===== src/rtl/sha256_pkg.sv =====
// sha256_pkg: shared SHA-256 constants, schedule FSM states and sigma functions.
package sha256_pkg;
  localparam int WORD_W = 32;
  localparam int N_ROUNDS = 64;
  localparam int N_LOAD = 16;
  typedef enum logic [1:0] {IDLE, LOAD, RUN, DONE} state_t;
  function automatic logic [WORD_W-1:0] sigma0(input logic [WORD_W-1:0] x);
    return {x[6:0], x[31:7]} ^ {x[17:0], x[31:18]} ^ (x >> 3);
  endfunction
  function automatic logic [WORD_W-1:0] sigma1(input logic [WORD_W-1:0] x);
    return {x[16:0], x[31:17]} ^ {x[18:0], x[31:19]} ^ (x >> 10);
  endfunction
endpackage


===== src/rtl/sha256_sched_expand.sv =====
// sha256_sched_expand: combinational W_{t+16} from the current sliding-window taps.
module sha256_sched_expand
  import sha256_pkg::*;
(
  input  logic [WORD_W-1:0] w0,
  input  logic [WORD_W-1:0] w1,
  input  logic [WORD_W-1:0] w9,
  input  logic [WORD_W-1:0] w14,
  output logic [WORD_W-1:0] w_new
);
  assign w_new = sigma1(w14) + w9 + sigma0(w1) + w0;
endmodule


===== src/rtl/sha256_msg_schedule.sv =====
// sha256_msg_schedule: loads a 512-bit block and streams W_0..W_63 in lockstep with the round counter.
module sha256_msg_schedule #(
  parameter int WORD_W = 32,
  parameter int N_ROUNDS = 64,
  parameter int N_LOAD = 16
) (
  input  logic              clk,
  input  logic              reset_n,
  input  logic              i_start,
  input  logic              i_clear,
  input  logic              i_in_valid,
  input  logic [WORD_W-1:0] i_in_word,
  output logic              o_in_ready,
  input  logic              i_step,
  output logic [WORD_W-1:0] o_w,
  output logic              o_w_valid,
  output logic [5:0]        o_t,
  output logic              o_done
);
  import sha256_pkg::state_t;
  import sha256_pkg::IDLE;
  import sha256_pkg::LOAD;
  import sha256_pkg::RUN;
  import sha256_pkg::DONE;
  state_t state;
  logic [3:0] idx;
  logic [5:0] t;
  logic [WORD_W-1:0] win [N_LOAD];
  logic [WORD_W-1:0] w_new;
  sha256_sched_expand u_expand (
    .w0   (win[0]),
    .w1   (win[1]),
    .w9   (win[9]),
    .w14  (win[14]),
    .w_new(w_new)
  );
  // t wraps to 0 on the final step, so o_t reads 0 while DONE
  always_ff @(posedge clk or negedge reset_n) begin
    if (!reset_n) begin
      state <= IDLE;
      idx <= '0;
      t <= '0;
      for (int i = 0; i < N_LOAD; i++) win[i] <= '0;
    end else if (i_clear) begin
      state <= IDLE;
      idx <= '0;
      t <= '0;
    end else begin
      case (state)
        IDLE: if (i_start) begin
          state <= LOAD;
          idx <= '0;
        end
        LOAD: if (i_in_valid) begin
          win[idx] <= i_in_word;
          idx <= idx + 4'd1;
          if (idx == 4'(N_LOAD - 1)) begin
            state <= RUN;
            t <= '0;
          end
        end
        RUN: if (i_step) begin
          for (int i = 0; i < N_LOAD - 1; i++) win[i] <= win[i+1];
          win[N_LOAD-1] <= w_new;
          t <= t + 6'd1;
          if (t == 6'(N_ROUNDS - 1)) state <= DONE;
        end
        default: state <= IDLE;
      endcase
    end
  end
  assign o_in_ready = state == LOAD;
  assign o_w_valid = state == RUN;
  assign o_done = state == DONE;
  assign o_w = win[0];
  assign o_t = t;
endmodule

===== config.mk =====
export PLATFORM = sky130hd
export DESIGN_NAME = sha256_msg_schedule
export DESIGN_NICKNAME = d
export VERILOG_FILES = /design/src/rtl/sha256_pkg.sv /design/src/rtl/sha256_sched_expand.sv /design/src/rtl/sha256_msg_schedule.sv
export SDC_FILE = /design/constraint.sdc
export NUM_CORES = 1
export LEC_CHECK = 0
export BUFFER_PORTS_ARGS = -buffer_cell sky130_fd_sc_hd__buf_4
export CAP_MARGIN = 20
export CORE_MARGIN = 5
export CORE_UTILIZATION = 45
export DETAILED_ROUTE_END_ITERATION = 10
export SLEW_MARGIN = 20
export SYNTH_ARGS = -nofsm -noshare
export SYNTH_HDL_FRONTEND = slang
export SYNTH_HIERARCHICAL = 1
export SYNTH_SLANG_ARGS = --single-unit

===== constraint.sdc =====
create_clock -name clk -period 4.5 [get_ports clk]
set_clock_uncertainty 0.1 [all_clocks]
set_input_delay 0.675 -clock clk [delete_from_list [all_inputs] [get_ports clk]]
set_output_delay 0.675 -clock clk [all_outputs]
set_load 0.02 [all_outputs]

### After elaboration in Yosys (flattened, before gate mapping)

Index checks and enable logic that the tools add are counted.

| word-level totals | value |
|---|---|
| flip-flop bits (word level) | 524 |
| output and inout port bits | 41 |

| cells by class | value |
|---|---|
| $add $sub $neg | 5 |
| $lt $le $gt $ge | 2 |
| eq/ne operators | 12 |
| muxes and demuxes | 22 |
| bitwise logic cells | 6 |
| reductions and logical operators | 9 |

Operators with widths:

| cell | count |
|---|---|
| two-way mux 512 bit | 2 |
| one-hot mux 512 bit (2 select lines) | 1 |
| bitwise mux 512 bit | 1 |
| demux 32 bit (select 4 bit) | 1 |
| adder 32 bit | 3 |
| XOR 32 bit | 2 |
| two-way mux 32 bit | 1 |
| XOR 32 x 22 -> 32 bit | 1 |
| XOR 32 x 29 -> 32 bit | 1 |
| two-way mux 6 bit | 4 |
| two-way mux 2 bit | 6 |
| two-way mux 4 bit | 3 |
| one-hot mux 6 bit (2 select lines) | 1 |
| inequality test 3 bit, second input constant | 3 |
| one-hot mux 4 bit (2 select lines) | 1 |
| AND reduction 4 bit | 2 |
| adder 6 x 1 -> 6 bit, second input constant | 1 |
| == test 6 bit, second input constant | 1 |
| inequality test 3 x 2 -> 1 bit, second input constant | 2 |
| one-hot mux 2 bit (3 select lines) | 1 |
| nonzero test 3 bit | 2 |
| >= comparator 5 bit, second input constant | 1 |
| less-than comparator 5 x 1 -> 1 bit, second input constant | 1 |
| inverter 4 -> 5 bit | 1 |
| other kinds (11) | 13 |

### Longest topological paths before layout

Gate-level depths: netlist of the first run.

| depth | value |
|---|---|
| depth in word-level cells | 8 |
| gate-level depth with buffers | 18 |

### Hierarchy

The synthesis of the first run kept the hierarchy.

Modules (own cells, without submodules):

| module | times used | cells an instance | area each (µm²) | seq. area each (µm²) |
|---|---|---|---|---|
| sha256_msg_schedule | 1 | 2549 | 24893.9 | 13112.6 |
| sha256_sched_expand | 1 | 466 | 4108.9 | 0.0 |

### Worst setup path before layout of the first run

OpenSTA, ideal clock, no wires.

| timing path | value |
|---|---|
| path kind | register to register |
| start | register win[452] in the netlist's numbering |
| end | register win[31] in the netlist's numbering |
| library setup time | 0.077 ns |
| arrival | 3.908 ns |
| slack | 0.415 ns |
| stages on the path, launching flop included | 17 |
| buffers on the path | 0 |
| path through | dfrtp_1 xor2_1 xnor2_1 fa_1 fa_1 inv_1 ha_1 fa_1 a21o_1 a221oi_2 nor4_2 nor4_2 nor3_1 a211oi_2 xnor2_1 o22ai_1 a21oi_1 |

| between the ends | value |
|---|---|
| longest elaborated chain between the ends | 6 |

RTL lines:

| what | line | text |
|---|---|---|
| start: declaration | sha256_msg_schedule.sv:28 | `logic [WORD_W-1:0] win [N_LOAD];` |
| start signal: indexed assignment | sha256_msg_schedule.sv:55 | `win[idx] <= i_in_word;` |
| start signal: indexed assignment | sha256_msg_schedule.sv:64 | `win[N_LOAD-1] <= w_new;` |
| XOR 32 bit | sha256_pkg.sv:8 | `return {x[6:0], x[31:7]} ^ {x[17:0], x[31:18]} ^ (x >> 3);` |
| XOR 32 x 29 -> 32 bit (*) | sha256_pkg.sv:8 |  |
| adder 32 bit (*) (2 in series) | sha256_sched_expand.sv:11 | `assign w_new = sigma1(w14) + w9 + sigma0(w1) + w0;` |
| named net w_new[31] | sha256_msg_schedule.sv:29 | `logic [WORD_W-1:0] w_new;` |
| two-way mux 512 bit (*) | sha256_msg_schedule.sv:62 | `RUN: if (i_step) begin` |
| one-hot mux 512 bit (2 select lines) (*) | sha256_msg_schedule.sv:49 | `case (state)` |

Mark *: on every way through the listed nets, which the timed path passes. The rest lies on a longest branch. The select of a mux whose other input is x is not followed.
A chain may end at the register's enable or synchronous reset.

### Final worst setup path of the first run

| timing path | value |
|---|---|
| start | register win[471] in the netlist's numbering |
| end | register win[29] in the netlist's numbering |

The elaborated chain is that of the path after synthesis.

==> run summary, run 1 <==
critical path's slowest cell: fa_1
Worst Reg-to-Reg Cells: 15
final hold violations: 0
Worst-Margin Slew: 1.00 ns
Die Y-Extent: 264 µm
reg-to-reg setup timing slack: 0.17 ns
max-slew violation count: 0
Synth Area per Inst: 9.62 µm²
power per cell area: 761 mW/mm²
layout cells sized above 1: 10.8%
core box area: 0.0641 mm²
drt first-iter violations: 3820
RSZ-0062 raised after global routing: false
PortBufs: 78
Post-synth EDFFs: 0
TritonCTS clock tree: built
Clock H-tree levels: 2
Synth cell types: 58
first-pass GRT wire length: 170000 µm
die area: 0.0696 mm²
setup slack after layout: 0.171 ns
row count: 93
GRT Overall Usage: 31.4%
Starting Density: 45.2%
Worst Path Max Fanout: 7
Pwr Total: 24.2 mW
worst path cell trace: xnor2_1 > xnor2_1 > fa_1 > fa_1 > ha_1 > and4_1 > nand4_2 > nor4_2 > nor4_2 > buf_4 > o21ai_2 > a21oi_2 > xnor2_1 > o22ai_1 > a21oi_1
Die Width: 264 µm
dpl cells: 3675
clk root buf: clkbuf_16
Via Count: 26900
Worst-path clk slew: 0.06 ns
cts hold-fix bufs: 0
Setup WS pre-CTS: 0.108 ns
Slew HR: 33.3%
CP arrival: 4.69 ns
CTS buffer count: 57
Total Wirelength: 114000 µm
post-route ant nets: 0
Syn Nets: 3155
ys async rst share: 100%
Hold WC Path Type: in2async
largest net degree at the start of global routing: 143
Crit path top cell by count: xnor2_1
Non-Filler Instances: 3781
gr ovfl total: 0
I/O pin count: 79
Avg WL per Cell: 30.2 µm
min Tclk post-route: 4.33 ns
area grow syn2layout: 9.44%
cell count after synthesis: 3015
worst skew pair latency: 0.63 ns
Seq/Total Area, Yosys: 45.2%
CTS Sinks: 524
Fin Setup TNS: 0 ns
Seq cells post-synth: 524
CP delay by family, top: adder cells
DR pass1 iterations: 6
leakage: 12.8 nW
post-DP HPWL: 72600 µm
vias in the first global route: 25700
initial antenna violation count: 1
Final GP Congestion: 0.957
max frequency: 0.231 GHz
area of the multi-input gates: 0.0136 mm²
Ant. Diodes: 0
CP required: 4.86 ns
number of stages on the worst setup path: 15
crit-path max cell delay: 0.49 ns
yosys warns: 6
Max Cap Violations: 0
CP Launch Type: register
# nets final: 3020
Max Root-Sink Buffers: 3
Peak VDD IR: 412 µV
run status: completed
DRC violation count after routing: 0
post-DR vias/cell: 7.11
fin crit share: 96.2%
Sequential cell area: 0.0131 mm²
fill cell count: 5787
Setup-failing EPs final: 0
Bufs and invs on worst path: 1
top_reg_cell synth: dfrtp_1
Setup crit end kind: register
Crit Path Category: reg2reg
synthesized area: 0.0290 mm²
layout by cell type (no fill, tap or decap), types with 3 or more instances in the layout:
| master | n |
|---|---|
| nor3_1 | 7 |
| nor2b_1 | 3 |
| and3b_1 | 8 |
| inv_1 | 69 |
| o31ai_1 | 5 |
| a21o_1 | 9 |
| or3_1 | 3 |
| xor2_1 | 35 |
| nor3b_4 | 4 |
| nand4_1 | 22 |
| clkbuf_8 | 15 |
| clkbuf_1 | 14 |
| and3_1 | 7 |
| nand3_1 | 14 |
| clkbuf_16 | 59 |
| o22ai_1 | 1025 |
| o21a_1 | 3 |
| o211ai_1 | 4 |
| xnor2_1 | 111 |
| buf_4 | 174 |
| nor2_1 | 19 |
| nand2b_1 | 5 |
| ha_1 | 38 |
| o21ai_0 | 28 |
| bufinv_16 | 6 |
| clkinv_2 | 8 |
| buf_12 | 20 |
| dfrtp_1 | 523 |
| nand2_1 | 34 |
| a21oi_1 | 535 |
| a211oi_1 | 3 |
| fa_1 | 61 |
| a31oi_1 | 6 |
registers in the layout, summed over array words and instances (netlist names):
name   cells
state      2
win      480
idx        4
o_t        6
o_w       32
through the flow:
stage,utilization (%),cell area [µm²],hold WS [ns]
after floorplan,-,29000,0.279
after global placement,46.3,29700,0.406
after detailed placement,46.3,29700,0.403
after CTS,49.4,31700,0.0893
after global routing,49.5,31700,0.128
final,49.5,31700,0.0693
worst reg2reg max path, cell delays in order (launching register included):
cell     delay, ns
dfrtp_1       0.48
xnor2_1       0.19
xnor2_1       0.30
fa_1          0.49
fa_1          0.44
ha_1          0.47
and4_1        0.32
nand4_2       0.16
nor4_2        0.33
nor4_2        0.06
buf_4         0.18
o21ai_2       0.24
a21oi_2       0.10
xnor2_1       0.13
o22ai_1       0.11
a21oi_1       0.07
where the power goes:
group	internal [mW]	switching, mW	total [mW]
sequential	5.49	1.29	6.78
clock	2.99	2.04	5.03
combinational	5.05	7.29	12.3
total	13.5	10.6	24.2
synth_stat cells (9+ instances only):
cell | count | area share [%]
buf_1 | 16 | 0.21
nand2_1 | 34 | 0.44
fa_1 | 62 | 4.3
buf_6 | 55 | 2.1
xnor2_1 | 113 | 3.4
nand3_1 | 14 | 0.24
dfrtp_1 | 524 | 45
nor2_1 | 19 | 0.25
nand4_1 | 22 | 0.47
clkbuf_1 | 181 | 2.3
a21o_1 | 9 | 0.23
o21ai_0 | 29 | 0.50
a21oi_1 | 536 | 9.2
o22ai_1 | 1025 | 22
xor2_1 | 36 | 1.1
buf_4 | 34 | 0.88
ha_1 | 40 | 1.7
buf_2 | 103 | 1.8
inv_1 | 69 | 0.89
what timing repair did:
item,in CTS,in global routing
resized for setup,0,10
setup buffers,0,1
endpoints found under the setup margin,0,7
final cells by class:
class	count	area share, %
Clock inverter	17	0.840
Multi-Input combinational cell	2031	42.7
Sequential cell	524	41.3
Tap cell	855	3.37
Timing Repair Buffer	195	5.42
Inverter	71	0.863
Clock buffer	88	5.47
cells by family after synthesis:
logic type / share of synthesized area, %
compound gates: 33.2
xor+xnor: 4.50
fa+ha+maj: 6.01
buf+inv: 8.26
flops: 45.2
mux: 0.121
simple gates: 2.71
final timing paths:
| path | start | endpoint |
|---|---|---|
| max | win[471]$_DFFE_PN0P_ | win[29]$_DFFE_PN0P_ |
| max reg2reg | win[471]$_DFFE_PN0P_ | win[29]$_DFFE_PN0P_ |
| min | reset_n | win[282]$_DFFE_PN0P_ |
| min reg2reg | o_t[5]$_DFFE_PN0P_ | o_t[5]$_DFFE_PN0P_ |
| max in group asynchronous | reset_n | win[108]$_DFFE_PN0P_ |
| min in group clk | i_clear | state[0]$_DFFE_PN0P_ |
layer usage:
metal  up-vias  wire length, µm  share of wire [%]  GRT usage, %
met5         -               11             0.0096             0
met4         2             5430                4.8          13.2
met3       238            10400                9.1          5.86
met2      1560            51100                 45          47.2
met1     13700            47400                 41          44.9
li1      11400                -                  -             -
No activity file was read; power rests on OpenSTA's default activity.
==> inputs of run 2 (changes only) <==
Settings changed: CAP_MARGIN 20 to 40, PLACE_DENSITY set to 0.59.
==> run summary, run 2 (synthesis results as in run 1) <==
run status: finished with violations
failing checks: negative hold slack
Comb pwr share: 51.0%
Avg WL per Cell: 29.9 µm
drt first-iter violations: 3508
Final GP Congestion: 0.953
CTS Sinks: 524
Worst Path Max Fanout: 6
Slew HR: 39.7%
DR pass1 iterations: 5
sw frac: 43.9%
Setup WS pre-CTS: -0.0215 ns
layout cells sized above 1: 11.3%
Hold WC Path Type: in2async
Die Width: 264 µm
Peak VDD IR: 441 µV
GRT Overall Usage: 31.1%
PortBufs: 78
post-DR vias/cell: 7.13
fin crit share: 97.0%
Top reg by flops: win
I/O pin count: 79
DRC violation count after routing: 0
final hold violations: 4
vias in the first global route: 26000
post-DP HPWL: 71800 µm
largest net degree at the start of global routing: 129
post-route ant nets: 0
die area: 0.0696 mm²
P_sw: 10.6 mW
CP Launch Type: register
Max Root-Sink Buffers: 3
Power Internal: 13.5 mW
RSZ-0062 raised after global routing: false
Worst-Margin Slew: 0.905 ns
CP required: 4.93 ns
CP Launch Point: win[458]$_DFFE_PN0P_
clk root buf: clkbuf_16
worst path cell trace: xnor2_1 > xnor2_1 > fa_1 > inv_1 > fa_1 > inv_1 > ha_1 > nand2_1 > a211o_1 > a2111oi_2 > nor2_1 > buf_4 > nand2_1 > xor2_1 > o22ai_1 > a21oi_1
Max Cap Violations: 0
commonest cells after routing, fill and taps aside: o22ai_1 (1025), a21oi_1 (536), dfrtp_1 (520)
CTS buffer count: 59
Die Y-Extent: 264 µm
Starting Density: 45.2%
setup slack after layout: 0.137 ns
Post-DP Area: 0.0297 mm²
# nets final: 3022
TritonCTS clock tree: built
number of stages on the worst setup path: 16
Worst-path clk slew: 0.06 ns
leakage: 12.8 nW
Hold WS: -0.0212 ns
worst skew pair latency: 0.66 ns
CP arrival: 4.80 ns
Crit Path Category: reg2reg
power per cell area: 761 mW/mm²
Clock H-tree levels: 2
Setup crit end kind: register
area grow syn2layout: 9.40%
max-slew violation count: 0
Total Wirelength: 113000 µm
initial antenna violation count: 3
core box area: 0.0641 mm²
Ant. Diodes: 0
area of the multi-input gates: 0.0136 mm²
worst r2r src: win[458]$_DFFE_PN0P_
Sequential cell area: 0.0131 mm²
Setup-failing EPs final: 0
CP delay by family, top: adder cells
clock power share: 20.9%
max frequency: 0.229 GHz
reg-to-reg setup timing slack: 0.14 ns
gr ovfl total: 0
max reg flops: 480
Worst Reg-to-Reg Cells: 16
min Tclk post-route: 4.36 ns
row count: 93
crit-path max cell delay: 0.71 ns
Via Count: 27000
critical path's slowest cell: dfrtp_1
first-pass GRT wire length: 169000 µm
cts hold-fix bufs: 0
most common cell after layout, fill and taps aside: o22ai_1
Worst R2R End: win[30]$_DFFE_PN0P_
Bufs and invs on worst path: 3
Reg power frac: 28.1%
post-route cell area: 0.0317 mm²
fill cell count: 5904
-- run 2: cell types whose count changed in the layout (fill, tap and decap cells not counted), sizes merged --
cell	before	now
clkbuf	88	84
bufinv	6	4
inv	72	73
clkinv	9	15
clkinvlp	1	4
-- run 2: worst reg2reg max path: cells and delay by family (launching register included) --
kind | cells | cell delay, ns
XOR/XNOR | 3 | 0.49
adder cells (fa/ha/maj) | 3 | 1.30
AND/OR/NAND/NOR | 3 | 0.36
AO/OA/AOI/OAI | 4 | 1.04
flip-flops | 1 | 0.71
buffers and inverters | 3 | 0.25
-- run 2: area by class of cell --
type / count / share of cell area (%)
clock buffers: 84 / 5.49
clock inverters: 25 / 0.891
inverters: 71 / 0.864
multi-input cells: 2031 / 42.7
flip-flops and latches: 524 / 41.3
well taps: 855 / 3.37
repair buffers: 195 / 5.32
-- run 2: what timing repair did --
action	CTS	global route
gates resized for setup	1	13
endpoints found under the setup margin	1	10
buffers inserted	0	1
pin swaps	0	3
-- run 2: through the flow --
step | util [%] | std cells | setup TNS (ns) | power, mW | hold slack [ns]
2_1_floorplan | - | 3015 | 0 | 15.0 | 0.279
3_3_place_gp | 46.2 | 3674 | -0.0625 | 18.8 | 0.398
3_5_place_dp | 46.3 | 3675 | -0.0215 | 18.8 | 0.416
4_1_cts | 49.4 | 3784 | 0 | 23.9 | 0.0270
5_1_grt | 49.5 | 3785 | 0 | 25.5 | 0.0440
6_report | 49.5 | 3785 | 0 | 24.1 | -0.0212
-- run 2: worst max path at each step --
stage | slack (ns) | endpoint
after global placement | -0.06 | win[30]$_DFFE_PN0P_
after CTS | 0.06 | win[30]$_DFFE_PN0P_
after global routing | 0.003 | win[19]$_DFFE_PN0P_
after detailed placement | -0.02 | win[30]$_DFFE_PN0P_
final | 0.14 | win[30]$_DFFE_PN0P_
after floorplan | 0.41 | win[31]$_DFFE_PN0P_
-- run 2: per-layer routing --
layer	vias up	part of all wire, %	routed length [µm]	global-route usage, %
li1	11400	-	-	-
met1	13800	42	47100	43.8
met2	1483	45	50600	47.0
met3	274	9.2	10400	6.65
met4	4	4.6	5160	12.5
met5	-	0.026	29	0
-- run 2: power by group through the flow --
| stage | clock network, mW | registers (mW) | logic, mW |
|---|---|---|---|
| 2_1_floorplan | 0 | 6.25 | 8.72 |
| 3_3_place_gp | 0 | 6.76 | 12.1 |
| 3_5_place_dp | 0 | 6.79 | 12.0 |
| 4_1_cts | 5.08 | 6.71 | 12.1 |
| 5_1_grt | 5.27 | 6.82 | 13.4 |
| 6_report | 5.03 | 6.78 | 12.3 |
